`src/rtl/rs_syndrome.sv`:
```
// RS(255,239) syndrome calculator over GF(2^8), primitive polynomial 0x11D.
// Horner evaluation of the received word at alpha^(FCR+i) for all NSYM roots.
module rs_syndrome #(
    parameter int N    = 255,
    parameter int NSYM = 16,
    parameter int FCR  = 0
) (
    input  logic                clk,
    input  logic                rst,
    input  logic                din_valid,
    input  logic                din_sop,
    input  logic [7:0]          din,
    output logic [8*NSYM-1:0]   synd,
    output logic                synd_valid,
    output logic                err_flag,
    output logic                frame_err
);

    localparam int CW = (N > 1) ? $clog2(N) : 1;
    localparam logic [CW-1:0] CNT_ZERO = CW'(0);
    localparam logic [CW-1:0] CNT_ONE  = CW'(1);
    localparam logic [CW-1:0] CNT_LAST = CW'(N - 1);

    function automatic logic [7:0] gf_xtime(input logic [7:0] a);
        return {a[6:0], 1'b0} ^ ({8{a[7]}} & 8'h1D);
    endfunction

    // With a constant operand b this reduces to a fixed XOR network.
    function automatic logic [7:0] gf_mul(input logic [7:0] a, input logic [7:0] b);
        logic [7:0] p;
        logic [7:0] t;
        p = 8'h00;
        t = a;
        for (int k = 0; k < 8; k++) begin
            p = p ^ (t & {8{b[k]}});
            t = gf_xtime(t);
        end
        return p;
    endfunction

    function automatic logic [7:0] gf_alpha_pow(input int e);
        logic [7:0] r;
        r = 8'h01;
        for (int k = 0; k < (e % 255); k++) begin
            r = gf_xtime(r);
        end
        return r;
    endfunction

    function automatic logic [8*NSYM-1:0] gf_roots();
        logic [8*NSYM-1:0] r;
        r = '0;
        for (int i = 0; i < NSYM; i++) begin
            r[8*i +: 8] = gf_alpha_pow(FCR + i);
        end
        return r;
    endfunction

    localparam logic [8*NSYM-1:0] ROOTS = gf_roots();

    logic [CW-1:0]      cnt_r;
    logic [CW-1:0]      cnt_next_s;
    logic [8*NSYM-1:0]  acc_r;
    logic [8*NSYM-1:0]  acc_next_s;
    logic [8*NSYM-1:0]  synd_r;
    logic               synd_valid_r;
    logic               err_flag_r;
    logic               frame_err_r;
    logic               first_s;
    logic               abort_s;
    logic               done_s;

    // Framing: counter-based start, din_sop only forces a resync.
    always_comb begin
        first_s    = (cnt_r == CNT_ZERO) || din_sop;
        abort_s    = din_valid && din_sop && (cnt_r != CNT_ZERO);
        done_s     = din_valid && !first_s && (cnt_r == CNT_LAST);
        cnt_next_s = cnt_r;
        if (!din_valid) begin
            cnt_next_s = cnt_r;
        end else if (done_s) begin
            cnt_next_s = CNT_ZERO;
        end else if (first_s) begin
            cnt_next_s = CNT_ONE;
        end else begin
            cnt_next_s = cnt_r + CNT_ONE;
        end
    end

    // Horner step per syndrome lane; the first symbol of a word reloads the lane.
    always_comb begin
        acc_next_s = '0;
        for (int i = 0; i < NSYM; i++) begin
            if (first_s) begin
                acc_next_s[8*i +: 8] = din;
            end else begin
                acc_next_s[8*i +: 8] = gf_mul(acc_r[8*i +: 8], ROOTS[8*i +: 8]) ^ din;
            end
        end
    end

    // Symbol counter and accumulators advance only on accepted symbols.
    always_ff @(posedge clk) begin
        if (rst) begin
            cnt_r <= CNT_ZERO;
            acc_r <= '0;
        end else if (din_valid) begin
            cnt_r <= cnt_next_s;
            acc_r <= acc_next_s;
        end else begin
            cnt_r <= cnt_r;
            acc_r <= acc_r;
        end
    end

    // Result registers: captured on completion, held until the next one.
    always_ff @(posedge clk) begin
        if (rst) begin
            synd_r       <= '0;
            synd_valid_r <= 1'b0;
            err_flag_r   <= 1'b0;
            frame_err_r  <= 1'b0;
        end else begin
            synd_valid_r <= done_s;
            frame_err_r  <= abort_s;
            if (done_s) begin
                synd_r     <= acc_next_s;
                err_flag_r <= |acc_next_s;
            end else begin
                synd_r     <= synd_r;
                err_flag_r <= err_flag_r;
            end
        end
    end

    assign synd       = synd_r;
    assign synd_valid = synd_valid_r;
    assign err_flag   = err_flag_r;
    assign frame_err  = frame_err_r;

endmodule

```
`config.mk`:
```
export PLATFORM = sky130hd
export DESIGN_NAME = rs_syndrome
export DESIGN_NICKNAME = d
export VERILOG_FILES = /design/src/rtl/rs_syndrome.sv
export SDC_FILE = /design/constraint.sdc
export NUM_CORES = 1
export LEC_CHECK = 0
export CAP_MARGIN = 20
export CORE_UTILIZATION = 40
export CTS_BUF_LIST = sky130_fd_sc_hd__clkbuf_4
export DETAILED_ROUTE_END_ITERATION = 6
export GPL_ROUTABILITY_DRIVEN = 0
export PLACE_DENSITY = 0.59
export SETUP_SLACK_MARGIN = 0.15
export SLEW_MARGIN = 20
export SYNTH_ARGS = -nofsm -noshare
export SYNTH_HDL_FRONTEND = slang
export SYNTH_SLANG_ARGS = --single-unit
```
`constraint.sdc`:
```
create_clock -name clk -period 3.8 [get_ports clk]
set_input_delay 0.57 -clock clk [delete_from_list [all_inputs] [get_ports clk]]
set_output_delay 0.57 -clock clk [all_outputs]
set_load 0.005 [all_outputs]
```
=== Word level (Yosys, flattened, before mapping) ===
Index checks and enable logic that the tools add are counted.

* $add $sub $neg: 1
* Multiply operators: 0
* Div/mod/pow operators: 0
* $lt $le $gt $ge: 0
* Eq/ne operators: 1
* Shift operators: 0
* Multiplexer cells: 18
* Bitwise logic cells: 112
* Reductions and logical operators: 9

{| class="wikitable"
|+ Operators with widths
! kind !! number
|-
| bitwise XOR 8 x 5 -> 8 bit || 73
|-
| bitwise XOR 8 bit || 39
|-
| 2-to-1 mux 8 bit || 18
|-
| OR reduction 128 bit || 1
|-
| adder 8 x 1 -> 8 bit (second input constant) || 1
|-
| == test 8 bit (second input constant) || 1
|-
| logical NOT 8 bit || 1
|-
| nonzero test 8 bit || 1
|-
| logical AND 1 bit || 4
|-
| logical NOT 1 bit || 1
|-
| logical OR 1 bit || 1
|}

* Flip-flop bits (word level): 267
* Latch bits: 0
* RAM bits: 0
* ROM bits: 0
* Input port bits: 12
* Output and inout port bits: 131
* Word-level logic and storage cells: 147
* Memories: 0

=== Depth between registers and ports, before layout ===
* Depth after elaboration: 11
* Mapped depth: 14
* Mapped depth without buffers: 10

=== Worst setup path before layout ===
Ideal clock, no wire load.

* Path kind: register to register
* From: register cnt_r[0]
* To: register err_flag_r (netlist: err_flag)
* Setup time: 0.134 ns
* Arrival time: 2.504 ns
* Required time: 3.666 ns
* Setup slack: 1.162 ns
* Cell stages (with the launch flop): 11
* Buffers on the path: 1
* Period minus slack after synthesis: 2.638 ns
* Cells stage by stage: dfxtp_1 > inv_1 > ha_1 > nor4b_4 > a21oi_1 > buf_2 > nand3_1 > or3_1 > or4_1 > nor4_1 > a211oi_1

* Longest elaborated chain between the ends: 5
* Elaborated cells on any way between the ends: 23
* Classes of those cells: eq/ne (1); mux (16); reduce/logical (6)

{| class="wikitable"
|+ RTL lines
! item !! line !! RTL
|-
| from (decl) || 61 || <nowiki>logic [CW-1:0] cnt_r;</nowiki>
|-
| from (signal assigned) || 108 || <nowiki>cnt_r <= cnt_next_s;</nowiki>
|-
| from (signal assigned) || 111 || <nowiki>cnt_r <= cnt_r;</nowiki>
|-
| parallel branches: the longest is 5 deep, another holds OR reduction 128 bit || - ||
|-
| to (signal assigned) || 128 || <nowiki>err_flag_r <= |acc_next_s;</nowiki>
|-
| to (signal assigned) || 131 || <nowiki>err_flag_r <= err_flag_r;</nowiki>
|-
| to (decl) || 67 || <nowiki>logic err_flag_r;</nowiki>
|}

Several ways; the timed one is not identified.
A chain may end at the register's enable or synchronous reset.

=== Worst setup path in the final report ===
* From: register cnt_r[1]
* To: register err_flag_r (netlist: err_flag)

The elaborated chain is that of the path after synthesis.

==> flow_summary.ini <==
[route]
drt-wirelength-per-cell_um = 19.2
routed-via-count = 12400
drt_wl_total_um = 43900
drt-pass1-iter-count = 5
drc = 0
route.antenna.remaining_nets = 0
initialDrtViolationCount = 941
via_per_inst = 5.42

[logic_synthesis]
synth_largest_area_cell = sky130_fd_sc_hd__dfxtp_1
gate_count_post_synth = 1655
ys_warn_count = 0
synth_seq_area_share_pct = 37.2
synth_area_leaders = sky130_fd_sc_hd__dfxtp_1 (37%), sky130_fd_sc_hd__a211oi_1 (13%), sky130_fd_sc_hd__xnor2_1 (13%)
synth-edff-count = 0
synth.net_count = 1670
postSynthRegisterBits = 267
synth_top_flop_cell = sky130_fd_sc_hd__dfxtp_1
async_reset_ff_share_pct = 0
synth_area_per_cell_um2 = 8.68
synth.lib_cells_used.distinct = 54
portion_of_synthesized_cell_area_occupied_by_the_leading_cell_type_pct = 37.2
synth_area_mm2 = 0.0144

[timing]
timing_hold_violations_final = 0
slew_headroom_pct = 44.3
worst_slew_pin_slew_ns = 0.835
clock-skew-final_ns = 0.0412
setup-tns-final_ns = 0
final_hold_slack_ns = 0.316
final_max_slew_viol_count = 0
timing.final.setup_violations = 0
fmax_mhz = 310
rsz0062_at_grt = false
setup_slack_ns = 0.578
post-route-period-util_pct = 84.8
finalCriticalPeriod_ns = 3.22

[placed_design]
placed_area_mm2 = 0.0163
dp_worst_setup_slack_ns = 0.306
dp_hpwl_um = 30000
place.port_buffers = 142

[power_and_ir_drop]
total_leakage_power_nw = 5.90
final_total_pwr_mw = 7.35
ir_drop_mv = 0.231
pwr_density_cell_mw_per_mm2 = 427

[layout]
area_delta_synth_final_pct = 19.8
share_of_final_layout_standard_cells_stronger_than_drive_strength_1_pct = 10.4
seqCellArea_mm2 = 0.00535
layout.cell_area.non_filler_mm2 = 0.0172
filler_cell_count = 3485
nNetsFinal = 1790
multi_input_area_mm2 = 0.00838

[clock_network]
cts-htree-levels = 3
cts_num_sinks = 267
tritoncts.num_buffers = 75
clockBufferDepth = 3
post_cts.resized_instances = 0
cts.clk_slew.worst_paths_ns = 0.07
cts_hold_repair.buffers = 0
cts_tree = built
clock_network_latency_to_the_later_pin_of_the_worst_skew_pair_ns = 0.74
root_buffer = sky130_fd_sc_hd__clkbuf_4
postCtsSetupBuffers = 0

[hold_path]
min_from = din_valid
worst_hold_path.endpoint = acc_r[72]
hold_depth = 3
worst_hold_path_type = input port to flop

[floorplanning]
die_y_um = 191
start_util_pct = 40.5
width_of_the_chip_um = 191
design.die.area_mm2 = 0.0367
std_cell_rows = 69
placeableCoreArea_mm2 = 0.0355
design.portCount = 143

[flow_run]
drv.max_cap_violation_count = 0

[global_route]
grt-ovfl-total = 0
grt_antenna_before_repair = 1
grt_pass1_vias = 11500
gr-usage-all-layers_pct = 24.1
first_pass_grt_wire_length_um = 67600
maximum_number_of_pins_on_one_net_before_global_route_repair = 136

[worst_setup_path]
worstPathMaxFanout = 47
worst_r2r_path_depth = 11
criticalPathCategory = flop to flop
setup.worst_path.start_class = flop
cp.arrival_ns = 3.84
setup.worst_path.end_class = flop
crit-reg2reg-capture = err_flag
register_to_register_path_setup_slack_ns = 0.58
launch_point_of_the_worst_reg_to_reg_path = cnt_r[1]
critPathRequiredTime_ns = 4.42

[outcome]
outcome = completed
## cell usage in the layout, fill, tap and decap left out, types with 6 or more instances in the layout
cell	netlist	layout
sky130_fd_sc_hd__a211oi_1	248	248
sky130_fd_sc_hd__a21oi_1	34	33
sky130_fd_sc_hd__a31oi_1	13	13
sky130_fd_sc_hd__a32oi_1	8	8
sky130_fd_sc_hd__and2_1	9	9
sky130_fd_sc_hd__buf_12	0	8
sky130_fd_sc_hd__buf_4	4	49
sky130_fd_sc_hd__clkbuf_4	0	108
sky130_fd_sc_hd__clkdlybuf4s50_1	0	137
sky130_fd_sc_hd__clkinv_1	0	14
sky130_fd_sc_hd__dfxtp_1	267	267
sky130_fd_sc_hd__inv_2	3	6
sky130_fd_sc_hd__mux2i_1	14	14
sky130_fd_sc_hd__nand2_1	80	80
sky130_fd_sc_hd__nand3_1	14	14
sky130_fd_sc_hd__nand4_1	17	17
sky130_fd_sc_hd__nor2_1	344	344
sky130_fd_sc_hd__nor3_1	9	9
sky130_fd_sc_hd__nor4_1	15	15
sky130_fd_sc_hd__nor4bb_1	6	6
sky130_fd_sc_hd__o21ai_0	24	24
sky130_fd_sc_hd__o32ai_1	7	7
sky130_fd_sc_hd__or3_1	12	12
sky130_fd_sc_hd__xnor2_1	211	211
sky130_fd_sc_hd__xnor3_1	35	35
sky130_fd_sc_hd__xor2_1	68	68
## report_power, final
| group | internal [mW] | switching (mW) | total [mW] |
|---|---|---|---|
| Combinational | 0.700 | 0.888 | 1.59 |
| Clock | 1.43 | 1.25 | 2.68 |
| Sequential | 2.92 | 0.164 | 3.08 |
| Total | 5.05 | 2.30 | 7.35 |
## synth_stat cells, types with 3 or more instances
master / n
sky130_fd_sc_hd__a211oi_1: 248
sky130_fd_sc_hd__a21oi_1: 34
sky130_fd_sc_hd__a311oi_1: 4
sky130_fd_sc_hd__a31oi_1: 13
sky130_fd_sc_hd__a32oi_1: 8
sky130_fd_sc_hd__a41oi_1: 3
sky130_fd_sc_hd__and2_1: 9
sky130_fd_sc_hd__buf_1: 15
sky130_fd_sc_hd__buf_2: 26
sky130_fd_sc_hd__buf_4: 4
sky130_fd_sc_hd__clkbuf_1: 111
sky130_fd_sc_hd__dfxtp_1: 267
sky130_fd_sc_hd__ha_1: 3
sky130_fd_sc_hd__inv_1: 4
sky130_fd_sc_hd__inv_2: 3
sky130_fd_sc_hd__mux2i_1: 14
sky130_fd_sc_hd__nand2_1: 80
sky130_fd_sc_hd__nand2b_1: 3
sky130_fd_sc_hd__nand3_1: 14
sky130_fd_sc_hd__nand4_1: 17
sky130_fd_sc_hd__nor2_1: 344
sky130_fd_sc_hd__nor3_1: 9
sky130_fd_sc_hd__nor4_1: 15
sky130_fd_sc_hd__nor4bb_1: 6
sky130_fd_sc_hd__o21ai_0: 24
sky130_fd_sc_hd__o22ai_1: 4
sky130_fd_sc_hd__o32a_1: 3
sky130_fd_sc_hd__o32ai_1: 7
sky130_fd_sc_hd__or2_2: 4
sky130_fd_sc_hd__or3_1: 12
sky130_fd_sc_hd__or4_1: 4
sky130_fd_sc_hd__xnor2_1: 211
sky130_fd_sc_hd__xnor3_1: 35
sky130_fd_sc_hd__xor2_1: 68
## through the flow
step           utilization [%]  std cells
6_report                  48.5       2288
5_1_grt                   48.5       2288
4_1_cts                   48.5       2287
3_5_place_dp              45.8       2159
3_3_place_gp              45.8       2159
2_1_floorplan                -       1655
## kinds of logic after synthesis
logic type               Yosys count  synth area share [%]
AND/OR/NAND/NOR                  532                  16.1
flip-flops                       267                  37.2
adder cells (fa/ha/maj)            3                 0.261
XOR/XNOR                         316                  22.8
multiplexers                      14                 0.976
buffers and inverters            163                  4.59
AO/OA/AOI/OAI                    360                  18.0
## registers in the layout, indices dropped and copies added (netlist names)
signal      flops
synd          128
acc_r         128
cnt_r           8
frame_err       1
synd_valid      1
err_flag        1
## worst max-delay path: stages (launching register included)
cell,delay (ns)
sky130_fd_sc_hd__dfxtp_1,0.37
sky130_fd_sc_hd__inv_1,0.10
sky130_fd_sc_hd__ha_1,0.14
sky130_fd_sc_hd__nor4b_4,0.23
sky130_fd_sc_hd__a21o_4,0.53
sky130_fd_sc_hd__buf_4,0.29
sky130_fd_sc_hd__or3_1,0.14
sky130_fd_sc_hd__nand4_1,0.15
sky130_fd_sc_hd__nor4_1,0.44
sky130_fd_sc_hd__nand4b_1,0.21
sky130_fd_sc_hd__nor4_1,0.36
sky130_fd_sc_hd__a211oi_1,0.13
## worst max path at each step
stage                     startpoint  slack [ns]       end  cells past startpoint
after global placement        din[6]        0.43  err_flag                      9
final                       cnt_r[1]        0.58  err_flag                     11
after floorplan               din[0]        1.16  err_flag                      9
after global routing        cnt_r[0]        0.31  err_flag                     11
after CTS                   cnt_r[0]        0.58  err_flag                     11
after detailed placement      din[6]        0.31  err_flag                      9
## metal layers
layer  up-vias  global-route usage [%]  wire, µm
li1       6080                       -         -
met1      5852                    33.4     20400
met2       407                    36.3     19600
met3        63                    5.27      2840
met4         0                    8.88      1080
met5         -                       0         0
## layout make-up
cell class / count / area share [%]
Clock buffer: 108 / 4.71
Sequential cell: 267 / 31.1
Tap cell: 461 / 3.35
Antenna cell: 1 / 0.0145
Clock inverter: 20 / 0.749
Inverter: 7 / 0.153
Timing Repair Buffer: 199 / 11.3
Multi-Input combinational cell: 1225 / 48.7
Note: power is estimated with default switching activity, not from simulation.
